File: config.mk
export PLATFORM = sky130hd
export DESIGN_NAME = udp_ack_sender_flat
export DESIGN_NICKNAME = d
export VERILOG_FILES = /design/src/rtl/ack_pkg.sv /design/src/rtl/udp_ack_sender_if.sv /design/src/rtl/udp_ack_sender.sv /design/src/flat_wrapper.sv
export SDC_FILE = /design/constraint.sdc
export NUM_CORES = 1
export LEC_CHECK = 0
export CORE_MARGIN = 10
export CORE_UTILIZATION = 55
export DETAILED_ROUTE_END_ITERATION = 8
export PLACE_DENSITY = 0.82
export RECOVER_POWER = 50
export SLEW_MARGIN = 20
export SYNTH_ARGS = -nofsm -noshare
export SYNTH_HDL_FRONTEND = slang
export SYNTH_SLANG_ARGS = --single-unit
File: constraint.sdc
create_clock -name clock -period 2.15 [get_ports clock]
set_input_delay 0.43 -clock clock [delete_from_list [all_inputs] [get_ports clock]]
set_output_delay 0.43 -clock clock [all_outputs]
set_load 0.02 [all_outputs]
File: src/rtl/ack_pkg.sv
// Shared constants, types and helpers for the UDP acknowledge sender.
package ack_pkg;

    // Packet length and byte positions inside the acknowledge packet.
    localparam int ACK_LEN   = 10;
    localparam int IDX_MAGIC = 0;
    localparam int IDX_ID    = 2;
    localparam int IDX_FCNT  = 4;
    localparam int IDX_ECNT  = 6;
    localparam int IDX_COAL  = 8;
    localparam int IDX_CSUM  = 9;

    // Width of the packet body that the checksum covers (bytes 0..8).
    localparam int BODY_W = 8 * (ACK_LEN - 1);

    typedef enum logic [1:0] {
        IDLE = 2'd0,
        SEND = 2'd1,
        GAP  = 2'd2
    } ack_state_e;

    // XOR of all body bytes; byte 0 sits in the most significant position.
    function automatic logic [7:0] ack_csum(input logic [BODY_W-1:0] body);
        logic [7:0] acc;
        acc = 8'h00;
        for (int i = 0; i < ACK_LEN - 1; i++) begin
            acc = acc ^ body[8*i +: 8];
        end
        return acc;
    endfunction

endpackage

File: src/rtl/udp_ack_sender_if.sv
// Byte stream toward the Ethernet core transmit side (valid/ready with last).
interface udp_ack_sender_if;
    logic       valid;
    logic       last;
    logic [7:0] data;
    logic       ready;

    modport master (
        output valid,
        output last,
        output data,
        input  ready
    );

    modport slave (
        input  valid,
        input  last,
        input  data,
        output ready
    );
endinterface

File: src/rtl/udp_ack_sender.sv
// Sends a fixed 10-byte status/acknowledge packet after each completed frame.
// Completions arriving while a packet is pending are coalesced into one packet;
// event inputs are always accepted, so the receive path is never stalled.
module udp_ack_sender
    import ack_pkg::*;
#(
    parameter logic [15:0] MAGIC      = 16'h4C43,
    parameter int unsigned GAP_CYCLES = 16
) (
    input  logic                    clock,
    input  logic                    resetn,
    input  logic                    frame_done,
    input  logic [15:0]             frame_id,
    input  logic                    rx_error,
    udp_ack_sender_if.master        udp0_sink,
    output logic                    busy
);

    localparam int unsigned GAP_W = (GAP_CYCLES > 32'd1) ? $clog2(GAP_CYCLES) : 1;
    localparam logic [GAP_W-1:0] GAP_LAST =
        (GAP_CYCLES == 32'd0) ? '0 : GAP_W'(GAP_CYCLES - 32'd1);
    localparam logic [3:0] IDX_LAST = 4'(IDX_CSUM);

    // FSM
    ack_state_e         r_state;
    ack_state_e         w_state_nxt;

    // Event bookkeeping
    logic [15:0]        r_frame_id;
    logic [15:0]        r_frame_count;
    logic [15:0]        r_error_count;
    logic [7:0]         r_coalesced;
    logic               r_pending;

    // Packet snapshot and stream state
    logic [7:0]         r_pkt [ACK_LEN];
    logic [3:0]         r_idx;
    logic               r_valid;
    logic               r_last;
    logic [7:0]         r_data;
    logic               r_busy;
    logic [GAP_W-1:0]   r_gap_cnt;

    logic               w_fire;
    logic               w_last_fire;
    logic               w_snap;
    logic [BODY_W-1:0]  w_body;
    logic [7:0]         w_csum;
    logic [3:0]         w_idx_nxt;
    logic [7:0]         w_byte_nxt;

    assign w_fire      = r_valid & udp0_sink.ready;
    assign w_last_fire = w_fire & (r_idx == IDX_LAST);
    assign w_snap      = (r_state == IDLE) & r_pending;
    assign w_idx_nxt   = r_idx + 4'd1;

    // Snapshot body uses the register values before the snapshot edge, so
    // events arriving in that same cycle land in the following packet.
    assign w_body = {MAGIC, r_frame_id, r_frame_count, r_error_count, r_coalesced};
    assign w_csum = ack_csum(w_body);

    // Next-state logic for the IDLE/SEND/GAP sequencer.
    always_comb begin
        w_state_nxt = r_state;
        case (r_state)
            IDLE: begin
                if (r_pending) begin
                    w_state_nxt = SEND;
                end else begin
                    w_state_nxt = IDLE;
                end
            end
            SEND: begin
                if (w_last_fire) begin
                    w_state_nxt = (GAP_CYCLES == 32'd0) ? IDLE : GAP;
                end else begin
                    w_state_nxt = SEND;
                end
            end
            GAP: begin
                if (r_gap_cnt == GAP_LAST) begin
                    w_state_nxt = IDLE;
                end else begin
                    w_state_nxt = GAP;
                end
            end
            default: begin
                w_state_nxt = IDLE;
            end
        endcase
    end

    // State register.
    always_ff @(posedge clock or negedge resetn) begin
        if (!resetn) begin
            r_state <= IDLE;
        end else begin
            r_state <= w_state_nxt;
        end
    end

    // Picks the byte that follows the one currently on the bus.
    always_comb begin
        w_byte_nxt = 8'h00;
        case (w_idx_nxt)
            4'd1:    w_byte_nxt = r_pkt[1];
            4'd2:    w_byte_nxt = r_pkt[2];
            4'd3:    w_byte_nxt = r_pkt[3];
            4'd4:    w_byte_nxt = r_pkt[4];
            4'd5:    w_byte_nxt = r_pkt[5];
            4'd6:    w_byte_nxt = r_pkt[6];
            4'd7:    w_byte_nxt = r_pkt[7];
            4'd8:    w_byte_nxt = r_pkt[8];
            4'd9:    w_byte_nxt = r_pkt[9];
            default: w_byte_nxt = 8'h00;
        endcase
    end

    // Free-running frame/error counters, latched frame id and pending flag.
    always_ff @(posedge clock or negedge resetn) begin
        if (!resetn) begin
            r_frame_count <= 16'h0000;
            r_error_count <= 16'h0000;
            r_frame_id    <= 16'h0000;
            r_pending     <= 1'b0;
        end else begin
            if (frame_done) begin
                r_frame_count <= r_frame_count + 16'h0001;
                r_frame_id    <= frame_id;
            end
            if (rx_error && (r_error_count != 16'hFFFF)) begin
                r_error_count <= r_error_count + 16'h0001;
            end
            // A completion in the snapshot cycle re-arms the next packet.
            if (frame_done) begin
                r_pending <= 1'b1;
            end else if (w_snap) begin
                r_pending <= 1'b0;
            end
        end
    end

    // Coalesce counter: completions merged into an already pending packet.
    always_ff @(posedge clock or negedge resetn) begin
        if (!resetn) begin
            r_coalesced <= 8'h00;
        end else if (w_snap) begin
            r_coalesced <= 8'h00;
        end else if (frame_done && r_pending && (r_coalesced != 8'hFF)) begin
            r_coalesced <= r_coalesced + 8'h01;
        end
    end

    // Packet snapshot register, including the registered checksum.
    always_ff @(posedge clock or negedge resetn) begin
        if (!resetn) begin
            for (int i = 0; i < ACK_LEN; i++) begin
                r_pkt[i] <= 8'h00;
            end
        end else if (w_snap) begin
            r_pkt[IDX_MAGIC]     <= MAGIC[15:8];
            r_pkt[IDX_MAGIC + 1] <= MAGIC[7:0];
            r_pkt[IDX_ID]        <= r_frame_id[15:8];
            r_pkt[IDX_ID + 1]    <= r_frame_id[7:0];
            r_pkt[IDX_FCNT]      <= r_frame_count[15:8];
            r_pkt[IDX_FCNT + 1]  <= r_frame_count[7:0];
            r_pkt[IDX_ECNT]      <= r_error_count[15:8];
            r_pkt[IDX_ECNT + 1]  <= r_error_count[7:0];
            r_pkt[IDX_COAL]      <= r_coalesced;
            r_pkt[IDX_CSUM]      <= w_csum;
        end
    end

    // Stream outputs: load byte 0 at snapshot, advance only on valid && ready.
    always_ff @(posedge clock or negedge resetn) begin
        if (!resetn) begin
            r_valid <= 1'b0;
            r_last  <= 1'b0;
            r_data  <= 8'h00;
            r_idx   <= 4'd0;
        end else if (w_snap) begin
            r_valid <= 1'b1;
            r_last  <= 1'b0;
            r_data  <= MAGIC[15:8];
            r_idx   <= 4'd0;
        end else if (w_fire) begin
            if (r_idx == IDX_LAST) begin
                r_valid <= 1'b0;
                r_last  <= 1'b0;
                r_data  <= 8'h00;
                r_idx   <= 4'd0;
            end else begin
                r_data  <= w_byte_nxt;
                r_last  <= (w_idx_nxt == IDX_LAST);
                r_idx   <= w_idx_nxt;
            end
        end
    end

    // Inter-packet gap counter, restarted by the acceptance of the last byte.
    always_ff @(posedge clock or negedge resetn) begin
        if (!resetn) begin
            r_gap_cnt <= '0;
        end else if (w_last_fire) begin
            r_gap_cnt <= '0;
        end else if (r_state == GAP) begin
            r_gap_cnt <= r_gap_cnt + 1'b1;
        end
    end

    // Busy flag registered from the next state so it tracks SEND and GAP.
    always_ff @(posedge clock or negedge resetn) begin
        if (!resetn) begin
            r_busy <= 1'b0;
        end else begin
            r_busy <= (w_state_nxt != IDLE);
        end
    end

    assign udp0_sink.valid = r_valid;
    assign udp0_sink.last  = r_last;
    assign udp0_sink.data  = r_data;
    assign busy            = r_busy;

endmodule

File: src/flat_wrapper.sv
// flat-port wrapper written by rule: the top's interface ports become plain ports
module udp_ack_sender_flat import ack_pkg::*;
#(
    parameter logic [15:0] MAGIC      = 16'h4C43,
    parameter int unsigned GAP_CYCLES = 16
)
  (clock, resetn, frame_done, frame_id, rx_error, busy, udp0_sink_valid, udp0_sink_last, udp0_sink_data, udp0_sink_ready);
  udp_ack_sender_if udp0_sink_i ();
  input  logic clock;
  input  logic resetn;
  input  logic frame_done;
  input  logic [15:0] frame_id;
  input  logic rx_error;
  output logic busy;
  output wire logic [$bits(udp0_sink_i.valid)-1:0] udp0_sink_valid;
  output wire logic [$bits(udp0_sink_i.last)-1:0] udp0_sink_last;
  output wire logic [$bits(udp0_sink_i.data)-1:0] udp0_sink_data;
  input wire logic [$bits(udp0_sink_i.ready)-1:0] udp0_sink_ready;
  assign udp0_sink_valid = udp0_sink_i.valid;
  assign udp0_sink_last = udp0_sink_i.last;
  assign udp0_sink_data = udp0_sink_i.data;
  assign udp0_sink_i.ready = udp0_sink_ready;
  udp_ack_sender #(.MAGIC(MAGIC), .GAP_CYCLES(GAP_CYCLES)) u_core (.clock(clock), .resetn(resetn), .frame_done(frame_done), .frame_id(frame_id), .rx_error(rx_error), .udp0_sink(udp0_sink_i), .busy(busy));
endmodule
==> summary.md, run 1 <==
| Metric | Value |
|---|---|
| Met1 wire length | `just under 9 mm` |
| Average routed wire per standard cell | `approximately 20 µm` |
| Max_cap viols | `0` |
| Total CTS buffers | `17` |
| Worst-path clk slew | `about 0.06 ns` |
| Post-Route Skew | `slightly below 0.01 ns` |
| Post-Place Worst Slack | `-0.0537 ns` |
| Final HPWL DP | `15.2 mm` |
| Slew margin rel. | `roughly two fifths` |
| Final net count | `approximately 890` |
| Routed wl met2 | `10.0 mm` |
| Ant. Diodes | `0` |
| Worst hold start | `u_core.r_pkt[28]` |
| Largest net degree at the start of global routing | `74` |
| H-Tree Depth | `4` |
| Initial Util | `around 56%` |
| Clk buf depth | `2` |
| Clock Latency Late Sink | `between 0.4 and 0.5 ns` |
| Critical path class | `flop to flop` |
| DP Area | `8320 µm²` |
| Syn. warnings | `0` |
| Seq/Total Area, Yosys | `47.8%` |
| IO Count | `32` |
| Crit end category | `flop` |
| Top layer in use | `met4` |
| Post-Layout Cell Count | `roughly 1000` |
| Finished layout cell area | `8980 µm²` |
| All-Layer GR Usage | `23.1%` |
| Clock sinks | `143` |
| Post-Syn Area per Cell | `about 9.5 µm²` |
| TritonCTS clock tree | `built` |
| DR vias/cell | `around 6.0` |
| Die Y | `approximately 140 µm` |
| Sum Neg Setup Slack | `0 ns` |
| Fmax | `around 0.47 GHz` |
| Crit path from | `u_core.r_idx[0]` |
| R2r startpoint | `u_core.r_idx[0]` |
| Max VDD drop | `0.862 mV` |
| DR iter-0 viols | `approximately 750` |
| Flops & latches, synth | `roughly 140` |
| Routed wl met3 | `approximately 1.6 mm` |
| Post-layout util | `approximately 68%` |
| Cell area after synthesis | `approximately 7500 µm²` |
| Core area | `13300 µm²` |
| Worst Path Required | `2.44 ns` |
| Final ANT Viol Nets | `0` |
| Leakage | `~4 nW` |
| Final wirelength | `21.1 mm` |
| CTS Root Cell | `clkbuf_16` |
| Async SR Flop Fraction | `100%` |
| Worst-Margin Slew | `0.880 ns` |
| Initial antenna violation count | `0` |
| IO Port Bufs | `31` |
| Top FF cell, synth | `dfrtp_1` |
| Crit-path max FO | `8` |
| DRC | `0` |
| Die area | `18700 µm²` |
| Final Critical Period | `2.12 ns` |
| Final setup viols | `0` |
| Pwr dens | `1380 nW/µm²` |
| Post-synth EDFFs | `0` |
| Total grt overflow | `0` |
| Final Hold Violating Endpoints | `0` |
| First-pass GRT wire length | `33.4 mm` |
| Status | `completed` |
| Drt pass-1 iters | `6` |
| Area delta synth->final | `20.0%` |
| Setup ws final | `about 0.027 ns` |
| CP arrival | `between 2 and 2.5 ns` |
| RePlAce Congestion | `between 1 and 1.5` |
| Fin crit share | `between 90% and 100%` |
| Share of cells above drive strength 1 | `around 16%` |
| Syn_nets | `around 820` |
| DR vias | `roughly 6300` |
| Total Power | `around 12 mW` |
| Die Width | `137 µm` |
| Dpl cells | `1010` |
| Worst Hold Class | `flop to flop` |
| Synth cell types | `between 60 and 70` |
| Max-slew violations | `0` |
| Post-Synthesis Cells | `just under 800` |
| Hold WS | `roughly 0.48 ns` |
| Rows | `42` |
| Vias in the first global route | `6100` |
| Worst setup SP type | `flop` |
==> layout by cell type, fill, tap and decap left out, types with 17 or more instances in the layout <==
| cell type | Yosys | layout |
|---|---|---|
| nor2_1 | 34 | 33 |
| nand3_1 | 17 | 17 |
| o21ai_0 | 25 | 24 |
| clkbuf_16 | 0 | 17 |
| a21oi_1 | 17 | 17 |
| nand2_1 | 215 | 215 |
| clkdlybuf4s50_1 | 0 | 29 |
| dfrtp_1 | 143 | 143 |
| buf_4 | 1 | 58 |
| xor2_1 | 32 | 32 |
| mux2i_1 | 17 | 17 |
| xnor2_1 | 55 | 54 |
| mux2_2 | 20 | 20 |
==> area by class of cell <==
cell class	instances	area, µm²
clock buffers	18	429
clock inverters	13	163
fillers	1043	4320
inverters	10	37.5
multi-input cells	590	3730
flip-flops and latches	143	3580
well taps	176	220
repair buffers	96	820
==> cell usage after synthesis, drive strengths merged (8+ instances only) <==
cell type  instances  area [µm²]
a21oi             19         103
a22oi             10        75.1
a32oi              8        77.6
and3              15        95.1
buf               17        82.6
clkbuf            26        97.6
dfrtp            143        3580
ha                10         125
inv               10        37.5
mux2              20         225
mux2i             17         170
nand2            215         807
nand3             17        85.1
nand3b             8        60.1
nand4             14        93.8
nor2              35         134
nor3              12        70.1
o21ai             26         130
xnor2             56         509
xor2              32         280
==> registers in the layout, summed over array words and instances, names as in the netlist <==
name                    count
u_core.r_state              2
u_core.r_idx                4
u_core.r_gap_cnt            4
u_core.r_frame_id          16
u_core.r_error_count       16
u_core.r_coalesced          8
u_core.udp0_sink.valid      1
u_core.r_frame_count       16
u_core.r_pkt               65
u_core.busy                 1
u_core.r_pending            1
u_core.udp0_sink.last       1
u_core.udp0_sink.data       8
==> final timing paths <==
check                                           endpoint  slack [ns]  depth (start not counted)
worst max-delay path            u_core.udp0_sink.data[0]        0.03                          8
worst min-delay path                    u_core.r_pkt[28]        0.48                          2
worst max register to register  u_core.udp0_sink.data[0]        0.03                          8
worst min register to register          u_core.r_pkt[28]        0.48                          2
max in group asynchronous       u_core.r_frame_count[15]        0.29                          3
min in group asynchronous            u_core.r_gap_cnt[3]        0.65                          2
==> per-layer routing <==
metal,vias up,global-route usage [%]
li1,2849,-
met1,3130,30.7
met2,279,37.0
met3,41,5.06
met4,0,7.28
met5,-,0
==> report_power, final <==
part / switching, mW / internal, mW / total, mW / leakage (nW)
logic: 2.78 / 2.22 / 5.00 / 1.96
registers: 0.968 / 3.43 / 4.40 / 1.81
clock network: 1.18 / 1.82 / 3.00 / 0.288
total: 4.92 / 7.48 / 12.4 / 4.06
==> critical path, cell delays in order, from the launching register on <==
cell	delay [ns]
dfrtp_1	0.38
buf_6	0.15
inv_1	0.06
ha_1	0.27
a222oi_1	0.36
buf_4	0.18
a21oi_1	0.08
a2111oi_2	0.36
a32oi_1	0.15
==> cells by family after synthesis <==
kind of cell | after synthesis | synth area share [%]
simple gates | 346 | 21.3
flops | 143 | 47.8
compound gates | 109 | 10.5
xor+xnor | 88 | 10.6
buf+inv | 53 | 2.91
mux | 37 | 5.29
fa+ha+maj | 10 | 1.67
==> repair_timing <==
action,in CTS,in global routing
endpoints found under the hold margin,32,0
buffers inserted,0,4
hold buffers,1,0
resized for setup,3,11
endpoints found under the setup margin,3,8
pin swaps,1,3
(Power assumes the default switching activity.)
==> inputs of run 2 (changes only) <==
--- a/config.mk
+++ b/config.mk
@@ -5,10 +5,11 @@
 export SDC_FILE = /design/constraint.sdc
 export NUM_CORES = 1
 export LEC_CHECK = 0
+export ABC_CLOCK_PERIOD_IN_PS = 2400
 export CORE_MARGIN = 10
-export CORE_UTILIZATION = 55
+export CORE_UTILIZATION = 61
 export DETAILED_ROUTE_END_ITERATION = 8
-export PLACE_DENSITY = 0.82
+export PLACE_DENSITY = 0.86
 export RECOVER_POWER = 50
 export SLEW_MARGIN = 20
 export SYNTH_ARGS = -nofsm -noshare
==> constraint.sdc (replaced) <==
create_clock -name clock -period 2.4 [get_ports clock]
set_input_delay 0.48 -clock clock [delete_from_list [all_inputs] [get_ports clock]]
set_output_delay 0.48 -clock clock [all_outputs]
set_load 0.02 [all_outputs]
==> summary.md, run 2 (synthesis gave the netlist of run 1 again) <==
| Metric | Value |
|---|---|
| H-Tree Depth | `4 (unchanged)` |
| Share of cells above drive strength 1 | `12.2% (-3.8 points)` |
| Core area | `12000 µm² (-9.7%)` |
| Initial antenna violation count | `0 (unchanged)` |
| Max_cap viols | `0 (unchanged)` |
| Largest register FFs | `65 (unchanged)` |
| Leakage | `3.91 nW (-3.7%)` |
| Crit end category | `flop` |
| Max VDD drop | `0.779 mV (-9.6%)` |
| Final wirelength | `21.7 mm (+2.6%)` |
| DRC | `0 (unchanged)` |
| Fmax | `0.450 GHz (-4.5%)` |
| Pwr dens | `1240 nW/µm² (-10%)` |
| Vias in the first global route | `6316 (+3.5%)` |
| Total CTS buffers | `17 (unchanged)` |
| DR vias/cell | `6.36 (+5.7%)` |
| Commonest non-fill, non-tap cell in the layout | `nand2_1` |
| Final net count | `862 (-3.0%)` |
| Clock Latency Late Sink | `0.43 ns (about the same)` |
| Final Critical Period | `2.22 ns (+0.0990 ns)` |
| Critical path class | `flop to flop` |
| Worst setup SP type | `flop` |
| Final ANT Viol Nets | `0 (unchanged)` |
| Initial Util | `62.3% (+6.0 points)` |
| Post-Route Skew | `0.00830 ns (-0.00137 ns)` |
| CTS Root Cell | `clkbuf_16` |
| M3 GR Usage | `5.96% (+0.90 points)` |
| Ant. Diodes | `0 (unchanged)` |
| Buffers inserted during post-CTS setup optimization | `0 (unchanged)` |
| Die Width | `131 µm (-4.3%)` |
| Average routed wire per standard cell | `21.8 µm (+8.2%)` |
| RePlAce Congestion | `0.972 (-8.5%)` |
| Crit-path max FO | `9 (+1)` |
| Sum Neg Setup Slack | `0 ns (unchanged)` |
| RSZ-0062 raised after global routing | `false` |
| Slew margin rel. | `32.9% (-8.5 points)` |
| Fin crit share | `92.6% (-6.2 points)` |
| GR Layer Usage met1 | `34.9% (+4.2 points)` |
| IO Port Bufs | `31 (unchanged)` |
| CP arrival | `2.51 ns (+0.10 ns)` |
| Drt pass-1 iters | `6 (unchanged)` |
| Worst-path clk slew | `0.06 ns (about the same)` |
| GR Layer Usage met2 | `41.5% (+4.5 points)` |
| Global route hottest layer | `met2` |
| Die Y | `131 µm (-4.3%)` |
| First-pass GRT wire length | `35.1 mm (+5.1%)` |
| Clk buf depth | `2 (unchanged)` |
| Status | `completed` |
| Clock sinks | `143 (unchanged)` |
| Most frequent cells in the layout | `nand2_1 (215), dfrtp_1 (143), xnor2_1 (55)` |
| DR vias | `6306 (+0.11%)` |
| Final setup viols | `0 (unchanged)` |
| DR iter-0 viols | `790 (+4.8%)` |
| Worst Path Required | `2.69 ns (+0.25 ns)` |
| Total Power | `10.8 mW (-13%)` |
| Max-slew violations | `0 (unchanged)` |
| All-Layer GR Usage | `27.1% (+3.9 points)` |
| Die area | `17100 µm² (-8.4%)` |
| Final HPWL DP | `15.5 mm (+2.2%)` |
| Largest net degree at the start of global routing | `74 (unchanged)` |
| Worst Hold Class | `flop to flop` |
| Register bank with the most flops | `u_core.r_pkt` |
| TritonCTS clock tree | `built` |
| Final Hold Violating Endpoints | `0 (unchanged)` |
| IO Count | `32 (unchanged)` |
| Rows | `40 (-4.8%)` |
| Area delta synth->final | `16.1%` |
| Worst-Margin Slew | `1.01 ns (+0.127 ns)` |
| Total grt overflow | `0 (unchanged)` |
[run 2: changes by cell type in the layout (fill, tap and decap cells not counted), moves of 2 or more]
cell,delta
clkbuf_8,+3
clkinv_2,-2
clkinv_4,+2
or3b_4,-2
clkinvlp_4,-2
clkbuf_1,+5
clkbuf_2,-2
buf_4,-25
or3b_1,+2
[run 2: area by class of cell]
type	instances	area, µm²
Clock buffer	24	482
Clock inverter	8	105
Fill cell	853	3330
Inverter	10	37.5
Multi-Input combinational cell	590	3700
Sequential cell	143	3580
Tap cell	147	184
Timing Repair Buffer	69	598
[run 2: final timing paths]
path | to | from | depth (start not counted) | slack [ns]
max in group asynchronous | u_core.r_frame_count[6] | resetn | 3 | 0.44
min in group asynchronous | u_core.r_gap_cnt[1] | resetn | 2 | 0.76
worst max-delay path | u_core.udp0_sink.data[0] | u_core.r_idx[1] | 7 | 0.18
worst max register to register | u_core.udp0_sink.data[0] | u_core.r_idx[1] | 7 | 0.18
worst min-delay path | u_core.r_pkt[44] | u_core.r_pkt[44] | 2 | 0.50
worst min register to register | u_core.r_pkt[44] | u_core.r_pkt[44] | 2 | 0.50
[run 2: power breakdown]
part,switching (mW),internal (mW)
Sequential,0.903,3.07
Combinational,2.44,1.73
Clock,1.03,1.62
[run 2: repair_timing]
| action | in CTS | in global routing |
|---|---|---|
| setup endpoints to repair | 0 | 2 |
| hold buffers | 1 | 0 |
| endpoints found under the hold margin | 39 | 0 |
| resized for setup | 0 | 5 |
[run 2: critical path, stage by stage, from the launching register on]
cell and delay, ns:
dfrtp_1 0.35, buf_4 0.16, inv_1 0.09, ha_1 0.31
a222oi_1 0.48, a21oi_1 0.12, a2111oi_1 0.41, a32oi_1 0.16
[run 2: layer usage]
layer / part of all wire (%) / routed length, µm
met5: 0 / 0
met4: 5.4 / 1160
met3: 7.9 / 1700
met2: 46 / 9890
met1: 41 / 8900
[run 2: through the flow]
stage                     instance area (µm²)  cells  utilization [%]  hold WS, ns  setup slack, ns
after floorplan                          7480    786                -        0.184            0.337
after global placement                   8100    958             67.4        0.408            0.262
after detailed placement                 8100    958             67.4        0.421            0.202
after CTS                                8690    991             72.4        0.494            0.209
after global routing                     8680    991             72.3        0.534           0.0144
final                                    8680    991             72.3        0.495            0.178
==> inputs of run 3 (changes only) <==
--- a/config.mk
+++ b/config.mk
@@ -7,9 +7,10 @@
 export LEC_CHECK = 0
 export ABC_CLOCK_PERIOD_IN_PS = 2400
 export CORE_MARGIN = 10
-export CORE_UTILIZATION = 61
+export CORE_UTILIZATION = 62
 export DETAILED_ROUTE_END_ITERATION = 8
-export PLACE_DENSITY = 0.86
+export DONT_BUFFER_PORTS = 1
+export PLACE_DENSITY_LB_ADDON = 0.12
 export RECOVER_POWER = 50
 export SLEW_MARGIN = 20
 export SYNTH_ARGS = -nofsm -noshare
==> summary.md, run 3 (synthesis gave the netlist of run 1 again) <==
| Metric | Value |
|---|---|
| Max VDD drop | `0.849 mV (+9.0%)` |
| Worst Hold Class | `input pin to async pin` |
| Setup ws final | `0.162 ns (-0.0162 ns)` |
| Worst setup SP type | `flop` |
| GR Layer Usage met2 | `41.6% (+0.094 points)` |
| Rows | `40 (unchanged)` |
| Die Width | `130 µm (-0.68%)` |
| Worst-Margin Slew | `0.732 ns (-0.275 ns)` |
| Largest net degree at the start of global routing | `144 (+95%)` |
| Crit end category | `flop` |
| DR iter-0 viols | `659 (-17%)` |
| TritonCTS clock tree | `built` |
| First-pass GRT wire length | `33.2 mm (-5.3%)` |
| Final Critical Period | `2.24 ns (+0.0162 ns)` |
| DR vias | `5990 (-5.0%)` |
| Final net count | `819 (-5.0%)` |
| Post-layout util | `69.7% (-2.6 points)` |
| Clk buf depth | `2 (unchanged)` |
| Total grt overflow | `0 (unchanged)` |
| Sequential Area | `3580 µm² (about the same)` |
| Global route hottest layer | `met2` |
| Pwr dens | `1260 nW/µm² (+1.7%)` |
| CP arrival | `2.52 ns (about the same)` |
| Die area | `16900 µm² (-1.4%)` |
| Area delta synth->final | `10.9%` |
| IO Count | `32 (unchanged)` |
| Total Power | `10.5 mW (-2.8%)` |
| Clock sinks | `143 (unchanged)` |
| Initial Util | `62.8% (+0.52 points)` |
| Commonest non-fill, non-tap cell in the layout | `nand2_1` |
| Largest register FFs | `65 (unchanged)` |
| Die Y | `130 µm (-0.68%)` |
| Hold WS | `-0.249 ns (-0.744 ns)` |
| RePlAce Congestion | `1.01 (+4.3%)` |
| H-Tree Depth | `4 (unchanged)` |
| Final Hold Violating Endpoints | `143 (+143)` |
| Average routed wire per standard cell | `22.0 µm (+0.50%)` |
| Fmax | `0.447 GHz (-0.72%)` |
| Core area | `11900 µm² (-0.83%)` |
| Crit-path max FO | `11 (+2)` |
| Total CTS buffers | `17 (unchanged)` |
| Sum Neg Setup Slack | `0 ns (unchanged)` |
| M3 GR Usage | `4.34% (-1.6 points)` |
| Post-Route Skew | `0.00724 ns (-0.00105 ns)` |
| Failing checks | `hold timing` |
| Slew margin rel. | `51.2% (+18 points)` |
| Share of cells above drive strength 1 | `11.9% (-0.34 points)` |
| Leakage | `3.74 nW (-4.3%)` |
| Final setup viols | `0 (unchanged)` |
| Initial antenna violation count | `0 (unchanged)` |
| Critical path class | `flop to flop` |
| Final wirelength | `20.8 mm (-3.9%)` |
| Ant. Diodes | `0 (unchanged)` |
| Fin crit share | `93.2% (+0.67 points)` |
| Final HPWL DP | `14.8 mm (-4.5%)` |
| Worst-path clk slew | `0.06 ns (about the same)` |
| Max_cap viols | `0 (unchanged)` |
| DRC | `0 (unchanged)` |
| Most frequent cells in the layout | `nand2_1 (215), dfrtp_1 (142), xnor2_1 (55)` |
| Register bank with the most flops | `u_core.r_pkt` |
| DR vias/cell | `6.32 (-0.70%)` |
| Final ANT Viol Nets | `0 (unchanged)` |
| All-Layer GR Usage | `25.8% (-1.3 points)` |
| FILL cells | `885 (+3.8%)` |
| IO Port Bufs | `0 (-100%)` |
| Worst Path Required | `2.69 ns (about the same)` |
| CTS Root Cell | `clkbuf_16` |
| Vias in the first global route | `5894 (-6.7%)` |
| Clock Latency Late Sink | `0.42 ns (about the same)` |
| Max-slew violations | `0 (unchanged)` |
| GR Layer Usage met1 | `34.2% (-0.63 points)` |
| Multi-input gate area in the final layout | `3690 µm² (-0.24%)` |
| Drt pass-1 iters | `6 (unchanged)` |
| Post-Place Worst Slack | `0.153 ns (-0.0493 ns)` |
| Status | `finished with violations` |
==> run 3: cell types whose count changed in the layout (fill, tap and decap cells not counted), moves of 2 or more <==
cell,previous run,this run
buf_4,33,24
clkbuf_1,6,1
clkdlybuf4s50_1,29,0
clkinv_2,2,4
dlygate4sd3_1,2,0
inv_6,1,3
==> run 3: path summary, 6_finish.rpt <==
path / from / cells after the start / slack (ns) / to
setup / recovery: u_core.r_idx[0] / 7 / 0.16 / u_core.udp0_sink.data[4]
setup reg to reg: u_core.r_idx[0] / 7 / 0.16 / u_core.udp0_sink.data[4]
max in group asynchronous: resetn / 0 / 2.47 / u_core.r_frame_count[1]
hold / removal: resetn / 0 / -0.25 / u_core.r_gap_cnt[3]
min in group clock: frame_done / 1 / 0.14 / u_core.r_frame_count[0]
hold reg to reg: u_core.r_pkt[28] / 2 / 0.49 / u_core.r_pkt[28]
==> run 3: critical path, cell delays in order, from the launching register on <==
cell and delay (ns):
dfrtp_1 0.38, buf_4 0.18, ha_1 0.37, buf_4 0.25, a22oi_1 0.27, o21ai_0 0.12, a2111oi_0 0.38, a32oi_1 0.16
==> run 3: metrics by stage <==
stage | cells | area, µm²
3_5_place_dp | 915 | 7700
4_1_cts | 947 | 8280
3_3_place_gp | 915 | 7700
5_1_grt | 948 | 8300
6_report | 948 | 8300
2_1_floorplan | 786 | 7480
==> run 3: layout make-up <==
| cell class | instances | area share, % |
|---|---|---|
| clock buffer | 20 | 5.50 |
| multi-input combinational | 590 | 44.4 |
| clock inverter | 12 | 1.58 |
| inverter | 10 | 0.452 |
| sequential | 143 | 43.1 |
| timing repair buffer | 26 | 2.65 |
| tap | 147 | 2.22 |
==> run 3: routing by layer <==
| layer | routed length, µm | share of wire, % | vias up |
|---|---|---|---|
| met2 | 9980 | 48 | 283 |
| met4 | 581 | 2.8 | 0 |
| met5 | 0 | 0 | - |
| li1 | - | - | 2707 |
| met3 | 1660 | 8.0 | 47 |
| met1 | 8590 | 41 | 2953 |
==> run 3: report_power, final <==
group | internal (mW) | total [mW] | switching [mW] | leakage [nW]
logic | 1.59 | 3.80 | 2.21 | 1.63
registers | 3.08 | 4.05 | 0.978 | 1.81
clock network | 1.59 | 2.63 | 1.04 | 0.291
==> run 3: what timing repair did <==
item / in CTS / in global routing
endpoints found under the hold margin: 143 / 143
endpoints found under the setup margin: 0 / 3
gates resized for setup: 0 / 3
buffers inserted: 0 / 1
